===== src/rtl/pipelined_segment_adder.sv =====
`default_nettype none
// ============================================================================
//  Module   : pipelined_segment_adder
//  Purpose  : WIDTH-bit adder/subtractor split into STAGES carry-linked
//             segments, one registered segment per stage, with a
//             valid/ready handshake and backpressure. Bit 1 is the LSB.
//  Ports    : clk, rst_n      - clock, asynchronous active-low reset
//             in_valid/in_ready   - operand beat handshake
//             A, B [WIDTH:1]      - operands
//             cin                 - carry-in (ignored when sub=1)
//             sub                 - 0: S=A+B+cin, 1: S=A-B
//             out_valid/out_ready - result beat handshake
//             S [WIDTH:1]         - sum / difference
//             cout                - carry out of bit WIDTH (sub: 1 = no borrow)
//             ovf                 - two's-complement overflow
//  Revision : 1.0 - initial release
// ============================================================================
module pipelined_segment_adder #(
  parameter int WIDTH  = 27,
  parameter int STAGES = 3
) (
  input  logic             clk,
  input  logic             rst_n,
  input  logic             in_valid,
  output logic             in_ready,
  input  logic [WIDTH:1]   A,
  input  logic [WIDTH:1]   B,
  input  logic             cin,
  input  logic             sub,
  output logic             out_valid,
  input  logic             out_ready,
  output logic [WIDTH:1]   S,
  output logic             cout,
  output logic             ovf
);

  // Segment width; the last segment takes whatever remains.
  localparam int SEG = (WIDTH + STAGES - 1) / STAGES;

  generate
    if (STAGES < 1 || STAGES > WIDTH || (STAGES - 1) * SEG >= WIDTH) begin : g_bad_params
      $error("pipelined_segment_adder: illegal WIDTH/STAGES combination");
    end
  endgenerate

  // Index k of each *_pipe array is the input seen by stage k; index k+1 is
  // what stage k has registered. The s/c/v arrays end at the output register.
  logic [WIDTH:1] a_pipe [STAGES];
  logic [WIDTH:1] b_pipe [STAGES];
  logic [WIDTH:1] s_pipe [STAGES+1];
  logic [STAGES:0] c_pipe;
  logic [STAGES:0] v_pipe;

  // The whole pipeline moves in lockstep: it advances whenever the output
  // register is empty or is being drained this cycle.
  logic w_advance;
  assign w_advance = out_ready | ~out_valid;
  assign in_ready  = w_advance;

  // Subtraction is A + ~B + 1: invert B at entry and force the carry-in.
  assign a_pipe[0] = A;
  assign b_pipe[0] = sub ? ~B : B;
  assign s_pipe[0] = '0;
  assign c_pipe[0] = sub | cin;
  assign v_pipe[0] = in_valid;

  assign S         = s_pipe[STAGES];
  assign cout      = c_pipe[STAGES];
  assign out_valid = v_pipe[STAGES];

  generate
    for (genvar k = 0; k < STAGES; k++) begin : g_stage
      localparam int LO  = k * SEG + 1;
      localparam int HI  = ((k + 1) * SEG < WIDTH) ? (k + 1) * SEG : WIDTH;
      localparam int LEN = HI - LO + 1;

      logic [LEN:0]   seg_sum_w;
      logic [WIDTH:1] s_d;
      logic [WIDTH:1] s_q;
      logic           c_q;
      logic           v_q;

      // Segment add; bit LEN is the carry handed to the next stage.
      assign seg_sum_w = {1'b0, a_pipe[k][HI:LO]}
                       + {1'b0, b_pipe[k][HI:LO]}
                       + {{LEN{1'b0}}, c_pipe[k]};

      // Lower, already-finished segments ride along unchanged (de-skew).
      always_comb begin
        s_d        = s_pipe[k];
        s_d[HI:LO] = seg_sum_w[LEN-1:0];
      end

      always_ff @(posedge clk or negedge rst_n) begin
        if (!rst_n) begin
          v_q <= 1'b0;
          c_q <= 1'b0;
          s_q <= '0;
        end else if (w_advance) begin
          v_q <= v_pipe[k];
          c_q <= seg_sum_w[LEN];
          s_q <= s_d;
        end
      end

      assign s_pipe[k+1] = s_q;
      assign c_pipe[k+1] = c_q;
      assign v_pipe[k+1] = v_q;

      if (k < STAGES - 1) begin : g_skew
        // Operand skew registers; gated by the valid bit, so no reset needed.
        logic [WIDTH:1] a_q;
        logic [WIDTH:1] b_q;

        always_ff @(posedge clk) begin
          if (w_advance) begin
            a_q <= a_pipe[k];
            b_q <= b_pipe[k];
          end
        end

        assign a_pipe[k+1] = a_q;
        assign b_pipe[k+1] = b_q;
      end else begin : g_last
        // Carry into the MSB is recovered from the MSB sum bit:
        // c_in = a ^ b ^ s. Overflow is that carry XOR the carry out.
        logic carry_into_msb_w;
        logic ovf_d;
        logic ovf_q;

        assign carry_into_msb_w = a_pipe[k][WIDTH] ^ b_pipe[k][WIDTH] ^ seg_sum_w[LEN-1];
        assign ovf_d            = carry_into_msb_w ^ seg_sum_w[LEN];

        always_ff @(posedge clk or negedge rst_n) begin
          if (!rst_n) begin
            ovf_q <= 1'b0;
          end else if (w_advance) begin
            ovf_q <= ovf_d;
          end
        end

        assign ovf = ovf_q;
      end
    end
  endgenerate

endmodule
`default_nettype wire


===== config.mk =====
export PLATFORM = sky130hd
export DESIGN_NAME = pipelined_segment_adder
export DESIGN_NICKNAME = d
export VERILOG_FILES = /design/src/rtl/pipelined_segment_adder.sv
export SDC_FILE = /design/constraint.sdc
export NUM_CORES = 1
export LEC_CHECK = 0
export BUFFER_PORTS_ARGS = -buffer_cell sky130_fd_sc_hd__buf_2
export CORE_ASPECT_RATIO = 0.5
export CORE_MARGIN = 2
export CORE_UTILIZATION = 30
export CTS_BUF_LIST = sky130_fd_sc_hd__clkbuf_4
export DETAILED_ROUTE_END_ITERATION = 12
export GPL_TIMING_DRIVEN = 0
export PLACE_DENSITY_LB_ADDON = 0.1
export SETUP_SLACK_MARGIN = 0.05
export SKIP_LAST_GASP = 1
export SYNTH_ARGS = -nofsm -noshare
export SYNTH_HDL_FRONTEND = slang
export SYNTH_SLANG_ARGS = --single-unit

===== constraint.sdc =====
create_clock -name clk -period 10.1 [get_ports clk]
set_input_delay 2.02 -clock clk [delete_from_list [all_inputs] [get_ports clk]]
set_output_delay 2.02 -clock clk [all_outputs]
set_load 0.02 [all_outputs]

# Word-level counts from Yosys, hierarchy flattened
# Cells that the tools add are included.
[word_totals]
latch_bits = 0
memories = 0
ram_bits = 0
word_cells = 28
output_inout_bits = 31
reg_bits = 169
romBits = 0
inputBits = 60
[classes]
magnitude_cmp = 0
n_addsub = 6
n_div = 0
n_shift = 0
muxes = 1
eq_ne = 0
bitwise = 7
reduce_logical = 0
multipliers = 0
[op_table]
columns = ["op", "count"]
rows = [
  ["adder 10 x 1 -> 10 bit", 3],
  ["adder 9 x 9 -> 10 bit", 3],
  ["two-way mux 27 bit", 1],
  ["NOT 27 bit", 1],
  ["XOR 1 bit", 3],
  ["bitwise OR 1 bit", 2],
  ["NOT 1 bit", 1],
]

# Depth between registers and ports, before layout
# Gate-level depths: netlist of run 1.
[logic_depth]
ltp_word = 4
ltp_mapped = 10
mapped_depth_nobuf = 9

# Worst setup path after synthesis of run 1
# Ideal clock, no wire load.
[synth_path]
path_type = "input to output"
start = "input port out_ready"
end = "output port in_ready"
stages = 4
path_slack_ns = 3.814
t_required_ns = 8.080
arrival_ns = 4.266
path_buffers = 2
path_cell_list = "nor2b_1 clkinv_1 clkbuf_1 clkbuf_1"
[synth_between]
elab_chain_cells = 1
[synth_lines]
columns = ["element", "line", "rtl"]
rows = [
  ["start: declaration", "31", "input logic out_ready,"],
  ["bitwise OR 1 bit", "57", "assign w_advance = out_ready | ~out_valid;"],
  ["end: declaration", "25", "output logic in_ready,"],
]
# No other way between the ends.

# Worst setup path after layout of run 1
# Ends and elaborated chain as after synthesis.

==> results of run 1 <==
[routing by layer]
layer / up-vias / global-route usage / share of wire
li1: 1845 / - / -
met1: 1697 / 0.186 / 0.51
met2: 64 / 0.205 / 0.44
met3: 9 / 0.0453 / 0.049
met4: 0 / 0.0355 / 0.0044
met5: - / 0 / 0
[per-stage QoR]
| stage | area, um^2 | hold slack, ns | std cells | utilization |
|---|---|---|---|---|
| finish | 6310 | 0.422 | 829 | 0.364 |
| global route | 6310 | 0.423 | 829 | 0.364 |
| CTS | 6310 | 0.422 | 828 | 0.364 |
| detailed placement | 6030 | 0.405 | 796 | 0.348 |
| global placement | 6020 | 0.407 | 796 | 0.348 |
| floorplan | 5290 | 0.400 | 473 | - |
[worst max-delay path, stage by stage]
cell	delay (ns)
sky130_fd_sc_hd__buf_2	0.10
sky130_fd_sc_hd__nor2b_1	0.31
sky130_fd_sc_hd__clkinv_1	0.24
sky130_fd_sc_hd__clkbuf_1	0.32
sky130_fd_sc_hd__clkbuf_4	0.58
sky130_fd_sc_hd__buf_2	0.35
[cell usage in the layout (no fill, tap or decap), types with 3 or more instances in the layout]
master	synthesis	layout
sky130_fd_sc_hd__xnor2_1	6	6
sky130_fd_sc_hd__ha_1	24	24
sky130_fd_sc_hd__o21ai_0	21	21
sky130_fd_sc_hd__a211oi_1	6	6
sky130_fd_sc_hd__nor2_1	27	27
sky130_fd_sc_hd__clkinv_1	1	3
sky130_fd_sc_hd__a221oi_1	3	3
sky130_fd_sc_hd__a31oi_1	3	3
sky130_fd_sc_hd__or3_1	3	3
sky130_fd_sc_hd__clkbuf_1	7	6
sky130_fd_sc_hd__inv_1	17	17
sky130_fd_sc_hd__edfxtp_1	54	54
sky130_fd_sc_hd__nand3b_1	3	3
sky130_fd_sc_hd__clkinv_4	0	4
sky130_fd_sc_hd__a21oi_1	25	25
sky130_fd_sc_hd__dfrtp_1	61	61
sky130_fd_sc_hd__clkbuf_4	0	19
sky130_fd_sc_hd__fa_1	6	6
sky130_fd_sc_hd__nand2b_1	6	6
sky130_fd_sc_hd__nand3_1	3	3
sky130_fd_sc_hd__o31ai_1	4	4
sky130_fd_sc_hd__nand2_1	114	114
sky130_fd_sc_hd__nor3b_1	7	7
sky130_fd_sc_hd__xor2_1	31	31
sky130_fd_sc_hd__buf_1	3	3
sky130_fd_sc_hd__buf_2	7	95
sky130_fd_sc_hd__nor3_1	9	9
sky130_fd_sc_hd__nor2b_1	3	3
sky130_fd_sc_hd__clkinv_2	0	3
sky130_fd_sc_hd__clkinvlp_4	0	3
[sequential cells by signal (all words and copies together) (netlist names)]
| name | flops |
|---|---|
| g_stage.c_q | 2 |
| g_stage.v_q | 2 |
| g_stage.g_skew.a_q | 27 |
| ovf | 1 |
| out_valid | 1 |
| cout | 1 |
| S | 27 |
| g_stage.g_skew.b_q | 27 |
| g_stage.s_q | 27 |
[cells by family after synthesis]
group                    Yosys count  share of synthesized area
AO/OA/AOI/OAI                     74                     0.0862
XOR/XNOR                          37                     0.0613
adder cells (fa/ha/maj)           30                     0.0795
buffers and inverters             35                     0.0265
flip-flops                       115                      0.596
multiplexers                       2                    0.00379
AND/OR/NAND/NOR                  180                      0.147
[area by class of cell]
cell class	instances	area share
tap	234	0.0464
sequential	115	0.499
clock inverter	14	0.0222
timing repair buffer	89	0.0710
inverter	18	0.0107
antenna	1	0.000397
clock buffer	18	0.0214
buffer	17	0.0121
multi-input combinational	323	0.317
[report_power, final]
part           total [uW]  leakage (uW)  internal (uW)  switching [uW]
sequential            741       0.00127            667            74.6
clock                 338      0.000143            148             190
combinational         588       0.00144            219             369
[worst paths after layout]
path                                           start  depth (start not counted)                         to  slack, ns
min reg2reg                g_stage[0].g_skew.a_q[26]                          0  g_stage[1].g_skew.a_q[26]       0.42
max reg2reg                                out_valid                          4  g_stage[0].g_skew.a_q[12]       7.68
min in group asynchronous                      rst_n                          1          g_stage[1].s_q[2]       1.59
max                                        out_ready                          6                   in_ready       4.11
min                        g_stage[0].g_skew.a_q[26]                          0  g_stage[1].g_skew.a_q[26]       0.42
max in group asynchronous                      rst_n                          1                      S[20]       7.95
==> results.md, run 1 <==
* Most numerous cell types in the synthesized netlist: sky130_fd_sc_hd__nand2_1 (114), sky130_fd_sc_hd__dfrtp_1 (61), sky130_fd_sc_hd__edfxtp_1 (54)
* Final hold violation count at 0
* Peak supply drop at 0.0000691 V
* Summed instance area of the synthesized netlist at 0.00529 mm^2
* Number of endpoints failing setup at the final stage at 0
* Worst-margin pin slew at 0.887 ns
* Sequential element share of the synthesized area at 0.596
* Share of Yosys cell area claimed by the top area cell type at 0.307
* Total number of yosys warnings at 0
* Outcome: complete, no violations
* Area used by sequential logic in the layout at 0.00315 mm^2
* Post-synth top flop: sky130_fd_sc_hd__dfrtp_1
* Maximum achievable frequency at 167 MHz
* Final-layout setup total negative slack at 0 ns
* Hold_buf cts at 0
* Core area at 0.0173 mm^2
* Overall die width at 192 um
* Kind of path behind the tightest hold check: flip-flop to flip-flop
* Cell type with the largest total area after synthesis: sky130_fd_sc_hd__edfxtp_1
* Routed WL at 11.9 mm
* Y dimension of the die at 97.9 um
* Starting density of the core at 0.305
* Bufs on Longest Clock Path at 2
* Violation count after the first detailed-routing iteration at 189
* CTS clk-pin slew, worst paths at 0.11 ns
* Antenna-violating nets left at 0
* Cell with the most instances after synthesis: sky130_fd_sc_hd__nand2_1
* TritonCTS clock tree: built
* Final slew viol count at 0
* Area contributors post-synth: sky130_fd_sc_hd__edfxtp_1 (31%), sky130_fd_sc_hd__dfrtp_1 (29%), sky130_fd_sc_hd__nand2_1 (8.1%), sky130_fd_sc_hd__ha_1 (5.7%), sky130_fd_sc_hd__xor2_1 (5.1%)
* Vias/cell at 4.36
* Row cnt at 34
* Post-route DRC violation count at 0
* Aggregate global routing overflow at 0
* Pwr per Cell Area at 264 mW/mm^2
* Max-capacitance violation count at 0
* Setup WS post-layout at 4.11 ns
* Clock insertion delay at the later pin of the skew report at 0.51 ns
* Max-slew headroom at 0.408
* CP Data Arrival Time at 3.97 ns
* Crit Path Max Fanout at 64
* Setup skew after layout at 0.0200 ns
* Setup CP Type: input port to output port
* Total clock buffers created by CTS at 17
* Count of filler cells inserted in the layout at 1,774
* Count of cell types in the netlist at 40
* Time the final worst path needs with I/O delays and setup at 5.99 ns
* Critical Path Source Type: input port
* Die outline area at 0.0188 mm^2
* Setup crit end kind: output port
* Top-level I/O count at 91
* Post-synthesis to final-layout area growth at 19.3%
* Buffers inserted during post-CTS setup optimization at 0
* Tot GR Track Use at 0.135
* Weighted congestion at the end of routability-driven global placement at 0.778
* Ratio of cells with drive above 1 in the final layout at 0.221
* Synthesized instance count at 473
* Count of input and output buffers at 89
* Synth Area per Inst at 11.2 um^2
* Mapped Nets at 563
* Pre-Repair DR Iteration Count at 4
* Global-route wire length before repair at 19.2 mm
* Vias in the first global route at 3,703
* RSZ-0062 raised after global routing: no
* Sinks on Clock Net at 115
* Largest net degree at the start of global routing at 65
* Post-route fraction of the period consumed by the critical path at 0.593
* Required time at the worst-slack endpoint at 8.08 ns
* Via total after detailed routing at 3,615
* Root buf cell: sky130_fd_sc_hd__clkbuf_4
* Post-Place Worst Slack at 4.10 ns
* Synthesized flop and latch total at 115
* Post-DP HPWL at 8.39 mm
* Number of antenna violations at the first check in global routing at 1
* Count of nets after finishing at 671
* Post-synth EDFFs at 54
* Total design power at 1670 uW
* Multi-input combinational cell area at 0.00200 mm^2
* Number of instances resized during post-cts repair at 0
* Leakage power figure at 0.00285 uW
* Detailed-route wire length per cell at 14.4 um
* Maximum level of the CTS H-tree at 4
* Share of synthesized flip-flops with an asynchronous set or reset at 0.530
(Power assumes the default switching activity.)
==> run 2, diff against run 1 <==
--- a/config.mk
+++ b/config.mk
@@ -5,6 +5,7 @@
 export SDC_FILE = /design/constraint.sdc
 export NUM_CORES = 1
 export LEC_CHECK = 0
+export ABC_AREA = 1
 export BUFFER_PORTS_ARGS = -buffer_cell sky130_fd_sc_hd__buf_2
 export CORE_ASPECT_RATIO = 0.5
 export CORE_MARGIN = 2
==> constraint.sdc (replaced) <==
create_clock -name clk -period 6.2 [get_ports clk]
set_input_delay 1.24 -clock clk [delete_from_list [all_inputs] [get_ports clk]]
set_output_delay 1.24 -clock clk [all_outputs]
set_load 0.02 [all_outputs]
==> results.md, run 2 <==
* Outcome: complete, no violations
* Worst r2r src: g_stage[1].c_q
* Required time at the worst-slack endpoint at 4.96 ns
* Cells on worst reg2reg path at 10
* Sinks on Clock Net at 115
* Starting density of the core at 0.310
* Synthesized flop and latch total at 115
* Endpoint, Worst Hold: g_stage[1].g_skew.a_q[22]
* Worst setup path start: out_ready
* Routed WL at 12.2 mm
* TritonCTS clock tree: built
* Count of nets after finishing at 728
* Total design power at 2880 uW
* Area contributors post-synth: sky130_fd_sc_hd__edfxtp_1 (30%), sky130_fd_sc_hd__dfrtp_1 (28%), sky130_fd_sc_hd__nand2_1 (11%), sky130_fd_sc_hd__ha_1 (5.5%), sky130_fd_sc_hd__xor2_1 (4.2%)
* Post-synthesis to final-layout area growth at 20.4%
* Post-DP HPWL at 8.82 mm
* Pwr per Cell Area at 441 mW/mm^2
* Top-level I/O count at 91
* Detailed-route wire length per cell at 13.8 um
* Largest net degree at the start of global routing at 65
* Row cnt at 34
* Worst flop-to-flop path endpoint: ovf
* Bufs on Longest Clock Path at 2
* Most numerous cell types in the synthesized netlist: sky130_fd_sc_hd__nand2_1 (156), sky130_fd_sc_hd__dfrtp_1 (61), sky130_fd_sc_hd__edfxtp_1 (54)
* Multi-input combinational cell area at 0.00199 mm^2
* RSZ-0062 raised after global routing: no
* Kind of path behind the tightest hold check: flip-flop to flip-flop
* Weighted congestion at the end of routability-driven global placement at 0.772
* Met3 Use GR at 0.0448
* Count of filler cells inserted in the layout at 1,782
* Time the final worst path needs with I/O delays and setup at 3.79 ns
* Max-capacitance violation count at 0
* Hold_buf cts at 0
* Count of buffer and inverter cells on the critical path at 5
* Maximum level of the CTS H-tree at 4
* Hold depth at 0
* Final hold violation count at 0
* Peak-usage layer in the global routing report: met2
* Global-route wire length before repair at 19.8 mm
* Worst-margin pin slew at 0.824 ns
* Root buf cell: sky130_fd_sc_hd__clkbuf_4
* Count of cell types in the netlist at 35
* Buffers inserted during post-CTS setup optimization at 0
* Slack of the worst reg-to-reg path at 4.28 ns
* Overall die width at 194 um
* Delay of the slowest cell on the worst path at 0.62 ns
* Post-synth top flop: sky130_fd_sc_hd__dfrtp_1
* Max-slew headroom at 0.451
* Commonest non-fill, non-tap cell in the layout: sky130_fd_sc_hd__nand2_1
* Vias/cell at 4.40
* Ratio of cells with drive above 1 in the final layout at 0.230
* Antenna-violating nets left at 0
* Leakage power figure at 0.00314 uW
* Pre-Repair DR Iteration Count at 4
* Cell type with the largest total area after synthesis: sky130_fd_sc_hd__edfxtp_1
* Via total after detailed routing at 3,890
* Number of endpoints failing setup at the final stage at 0
* Total clock buffers created by CTS at 17
* CP Data Arrival Time at 2.55 ns
* Post-route fraction of the period consumed by the critical path at 0.611
* Most repeated library cell on the critical path: sky130_fd_sc_hd__buf_2
* Share of Yosys cell area claimed by the top area cell type at 0.299
* Violation count after the first detailed-routing iteration at 169
* Vias in the first global route at 3,929
* Synthesized instance count at 530
* Critical Path Source Type: input port
* Post-synth EDFFs at 54
* Delay-heaviest family, CP: buffers and inverters
* Clock insertion delay at the later pin of the skew report at 0.54 ns
* Setup crit end kind: output port
* HP Start: g_stage[0].g_skew.a_q[22]
* Met1 Resource Use GR at 0.170
* Crit Path Max Fanout at 64
* Core area at 0.0175 mm^2
* Post-Place Worst Slack at 1.88 ns
* Setup WS post-layout at 2.41 ns
* CTS clk-pin slew, worst paths at 0.11 ns
* Maximum achievable frequency at 264 MHz
* Peak supply drop at 0.000150 V
* Number of antenna violations at the first check in global routing at 0
* Aggregate global routing overflow at 0
* Sequential element share of the synthesized area at 0.580
* Placed cell areas at 0.00617 mm^2
* Final-layout setup total negative slack at 0 ns
* Final design instance area without fill at 0.00654 mm^2
* Summed instance area of the synthesized netlist at 0.00543 mm^2
* Slowest stage cell on the critical path: sky130_fd_sc_hd__buf_4
* Area used by sequential logic in the layout at 0.00315 mm^2
* Most used cells in the layout excluding fill and tap cells: sky130_fd_sc_hd__nand2_1 (156), sky130_fd_sc_hd__buf_2 (92), sky130_fd_sc_hd__dfrtp_1 (61)
* Cell with the most instances after synthesis: sky130_fd_sc_hd__nand2_1
* Count of input and output buffers at 89
* Share of synthesized flip-flops with an asynchronous set or reset at 0.530
* Critical path, cell by cell: buf_2 > nor2_4 > inv_2 > buf_6 > buf_4 > buf_2
* Final slew viol count at 0
* Number of instances resized during post-cts repair at 0
* Setup skew after layout at 0.0191 ns
* Total number of yosys warnings at 0
* Die outline area at 0.0193 mm^2
* Met2 capacity usage during global routing at 0.222
* Post-route DRC violation count at 0
* Y dimension of the die at 99.1 um
* ANT cells at 0
* Mapped Nets at 620
* Tot GR Track Use at 0.135
* Synth Area per Inst at 10.2 um^2
* Setup CP Type: input port to output port
run 2: cell types whose count changed after synthesis, sizes merged, moves of 5 or more:
cell,before,now
a211oi,6,1
a21oi,25,20
clkbuf,7,2
inv,17,49
nand2,114,161
nand2b,6,0
nand3,3,21
nor3,9,1
nor3b,7,0
o21ai,21,42
xor2,31,26
run 2: how the worst max path moves through the flow:
stage                     endpoint  slack (ns)  cells past startpoint
after floorplan           in_ready        2.71                      4
after global placement    in_ready        1.90                      6
after detailed placement  in_ready        1.88                      6
after CTS                 in_ready        1.87                      6
after global routing      in_ready        2.28                      6
final                     in_ready        2.41                      6
run 2: cell families after synthesis:
logic type	after synthesis	synth area share
AO/OA/AOI/OAI	72	0.0737
XOR/XNOR	31	0.0500
adder cells (fa/ha/maj)	30	0.0774
buffers and inverters	65	0.0530
flip-flops	115	0.580
AND/OR/NAND/NOR	217	0.166
run 2: area by class of cell:
type,instances,area share
flip-flops and latches,115,0.481
plain buffers,16,0.0163
inverters,49,0.0281
repair buffers,89,0.0685
multi-input cells,350,0.305
well taps,234,0.0448
clock inverters,11,0.0319
clock buffers,21,0.0241
run 2: per-stage QoR:
| step | instances | util | hold slack, ns |
|---|---|---|---|
| floorplan | 530 | - | 0.400 |
| global placement | 853 | 0.352 | 0.402 |
| detailed placement | 853 | 0.352 | 0.405 |
| CTS | 885 | 0.373 | 0.417 |
| global route | 885 | 0.373 | 0.436 |
| finish | 885 | 0.373 | 0.418 |
run 2: layer usage:
| layer | routed length [um] | part of all wire |
|---|---|---|
| met4 | 97 | 0.0080 |
| met5 | 0 | 0 |
| met3 | 622 | 0.051 |
| met1 | 5730 | 0.47 |
| met2 | 5730 | 0.47 |
run 2: report_power, final:
group / internal (uW) / switching [uW] / leakage [uW]
registers: 1080 / 107 / 0.00128
logic: 345 / 645 / 0.00167
clock network: 417 / 289 / 0.000191
run 2: worst reg2reg max path, stage by stage, from the launching register on:
cell	delay, ns
sky130_fd_sc_hd__dfrtp_1	0.39
sky130_fd_sc_hd__inv_1	0.07
sky130_fd_sc_hd__fa_1	0.16
sky130_fd_sc_hd__inv_1	0.10
sky130_fd_sc_hd__fa_1	0.43
sky130_fd_sc_hd__nand3_1	0.12
sky130_fd_sc_hd__nand2_2	0.09
sky130_fd_sc_hd__a21oi_1	0.21
sky130_fd_sc_hd__nand3_1	0.10
sky130_fd_sc_hd__nand3_1	0.07
sky130_fd_sc_hd__nand2_1	0.05
==> run 3, diff against run 2 <==
--- a/config.mk
+++ b/config.mk
@@ -5,7 +5,7 @@
 export SDC_FILE = /design/constraint.sdc
 export NUM_CORES = 1
 export LEC_CHECK = 0
-export ABC_AREA = 1
+export ABC_AREA = 0
 export BUFFER_PORTS_ARGS = -buffer_cell sky130_fd_sc_hd__buf_2
 export CORE_ASPECT_RATIO = 0.5
 export CORE_MARGIN = 2
==> constraint.sdc (replaced) <==
create_clock -name clk -period 3.9 [get_ports clk]
set_input_delay 0.78 -clock clk [delete_from_list [all_inputs] [get_ports clk]]
set_output_delay 0.78 -clock clk [all_outputs]
set_load 0.02 [all_outputs]
==> results.md, run 3 (synthesis gave the netlist of run 1 again) <==
* Setup CP Type: flip-flop to output port
* Pwr per Cell Area at 685 mW/mm^2
* Count of filler cells inserted in the layout at 1,774
* Buffers inserted during post-CTS setup optimization at 0
* Bufs on Longest Clock Path at 2
* Clock power share at 0.203
* Area used by sequential logic in the layout at 0.00315 mm^2
* Worst flop-to-flop path endpoint: g_stage[0].g_skew.b_q[27]
* Max-capacitance violation count at 0
* Final hold violation count at 0
* Worst setup path start: out_valid
* Post-synthesis to final-layout area growth at 19.3%
* Final slew viol count at 0
* Final-layout setup total negative slack at 0 ns
* Aggregate global routing overflow at 0
* Root buf cell: sky130_fd_sc_hd__clkbuf_4
* Pre-Repair DR Iteration Count at 4
* Largest net degree at the start of global routing at 65
* Post-route fraction of the period consumed by the critical path at 0.900
* Y dimension of the die at 97.9 um
* Ratio of cells with drive above 1 in the final layout at 0.221
* Overall die width at 192 um
* RSZ-0062 raised after global routing: no
* CP Data Arrival Time at 2.73 ns
* TritonCTS clock tree: built
* Routed WL at 11.9 mm
* Maximum achievable frequency at 285 MHz
* Slack of the worst reg-to-reg path at 1.59 ns
* Count of nets after finishing at 671
* Leakage power figure at 0.00285 uW
* Hold_buf cts at 0
* Combinational group share of total power at 0.353
* Commonest non-fill, non-tap cell in the layout: sky130_fd_sc_hd__nand2_1
* Global-route wire length before repair at 19.2 mm
* Total design power at 4320 uW
* Critical Path Sink: in_ready
* Antenna-violating nets left at 0
* Sw power at 1640 uW
* CTS clk-pin slew, worst paths at 0.12 ns
* Max-slew headroom at 0.457
* Worst-margin pin slew at 0.815 ns
* Time the final worst path needs with I/O delays and setup at 3.51 ns
* Outcome: complete, no violations
* Worst r2r src: out_valid
* Sinks on Clock Net at 115
* Required time at the worst-slack endpoint at 3.12 ns
* Setup skew after layout at 0.0215 ns
* Count of input and output buffers at 89
* Clock insertion delay at the later pin of the skew report at 0.50 ns
* Number of antenna violations at the first check in global routing at 1
* Weighted congestion at the end of routability-driven global placement at 0.778
* Critical Path Source Type: flip-flop
* Top-level I/O count at 91
* Number of endpoints failing setup at the final stage at 0
* Most used cells in the layout excluding fill and tap cells: sky130_fd_sc_hd__nand2_1 (114), sky130_fd_sc_hd__buf_2 (95), sky130_fd_sc_hd__dfrtp_1 (61)
* Detailed-route wire length per cell at 14.4 um
* Via total after detailed routing at 3,611
* Post-DP HPWL at 8.39 mm
* Internal Dissipation at 2680 uW
* Maximum level of the CTS H-tree at 4
* Vias/cell at 4.36
* Core area at 0.0173 mm^2
* Proportion of total power due to net switching at 0.381
* Die outline area at 0.0188 mm^2
* Setup crit end kind: output port
* Number of instances resized during post-cts repair at 0
* Post-route DRC violation count at 0
* Peak supply drop at 0.000179 V
* Kind of path behind the tightest hold check: input port to async pin
* Crit Path Max Fanout at 64
* Multi-input combinational cell area at 0.00200 mm^2
* Violation count after the first detailed-routing iteration at 182
* End-of-flow core utilization at 0.364
* Row cnt at 34
* Tot GR Track Use at 0.135
* Sequential share of power at 0.444
* Starting density of the core at 0.305
* Vias in the first global route at 3,703
* Total clock buffers created by CTS at 17
* Cells on worst reg2reg path at 4
==> run 3: cell types whose count changed in the layout (fill, tap and decap cells not counted), moves of 8 or more <==
cell	previous run	this run
sky130_fd_sc_hd__o21ai_0	34	21
sky130_fd_sc_hd__nand3_1	20	3
sky130_fd_sc_hd__nor3_1	1	9
sky130_fd_sc_hd__nand2_1	156	114
sky130_fd_sc_hd__buf_4	10	2
sky130_fd_sc_hd__a21oi_1	16	25
sky130_fd_sc_hd__inv_1	47	17
==> run 3: cell type report <==
type,instances,area share
Sequential cell,115,0.499
Multi-Input combinational cell,323,0.317
Timing Repair Buffer,89,0.0710
Tap cell,234,0.0464
Clock inverter,14,0.0222
Clock buffer,18,0.0214
Buffer,17,0.0121
Inverter,18,0.0107
Antenna cell,1,0.000397
==> run 3: through the flow <==
stage	cell area (um^2)	setup WS (ns)	cells	hold WS (ns)
after floorplan	5290	0.0941	473	0.400
after global placement	6020	-1.54	796	0.407
after detailed placement	6030	0.226	796	0.405
after CTS	6310	0.139	828	0.340
after global routing	6310	0.121	829	0.351
final	6310	0.390	829	0.349
==> run 3: layer usage <==
metal	GRT usage	share of wire
met1	0.186	0.51
met4	0.0355	0.0048
met5	0	0
met3	0.0453	0.051
met2	0.205	0.44
==> run 3: worst min path at each step <==
stage                              start                        end  slack, ns  depth (start not counted)
6_report                           rst_n          g_stage[1].s_q[2]       0.35                          1
5_1_grt                            rst_n                      S[10]       0.35                          1
4_1_cts                            rst_n          g_stage[1].s_q[2]       0.34                          1
3_5_place_dp   g_stage[0].g_skew.b_q[21]  g_stage[1].g_skew.b_q[21]       0.40                          0
3_3_place_gp   g_stage[0].g_skew.b_q[24]  g_stage[1].g_skew.b_q[24]       0.41                          0
2_1_floorplan  g_stage[0].g_skew.a_q[19]  g_stage[1].g_skew.a_q[19]       0.40                          0
==> run 3: critical path, cell delays in order, from the launching register on <==
cell and delay, ns:
sky130_fd_sc_hd__dfrtp_1 0.40, sky130_fd_sc_hd__nor2b_1 0.19, sky130_fd_sc_hd__clkinv_1 0.12, sky130_fd_sc_hd__clkbuf_1 0.45, sky130_fd_sc_hd__buf_4 0.75, sky130_fd_sc_hd__buf_2 0.30
==> run 3: power by group through the flow <==
stage | registers (uW) | clock network [uW] | logic (uW)
2_1_floorplan | 2110 | 0 | 872
3_3_place_gp | 1960 | 0 | 1540
3_5_place_dp | 1960 | 0 | 1560
4_1_cts | 1930 | 913 | 1560
5_1_grt | 1980 | 970 | 1750
6_report | 1920 | 876 | 1520
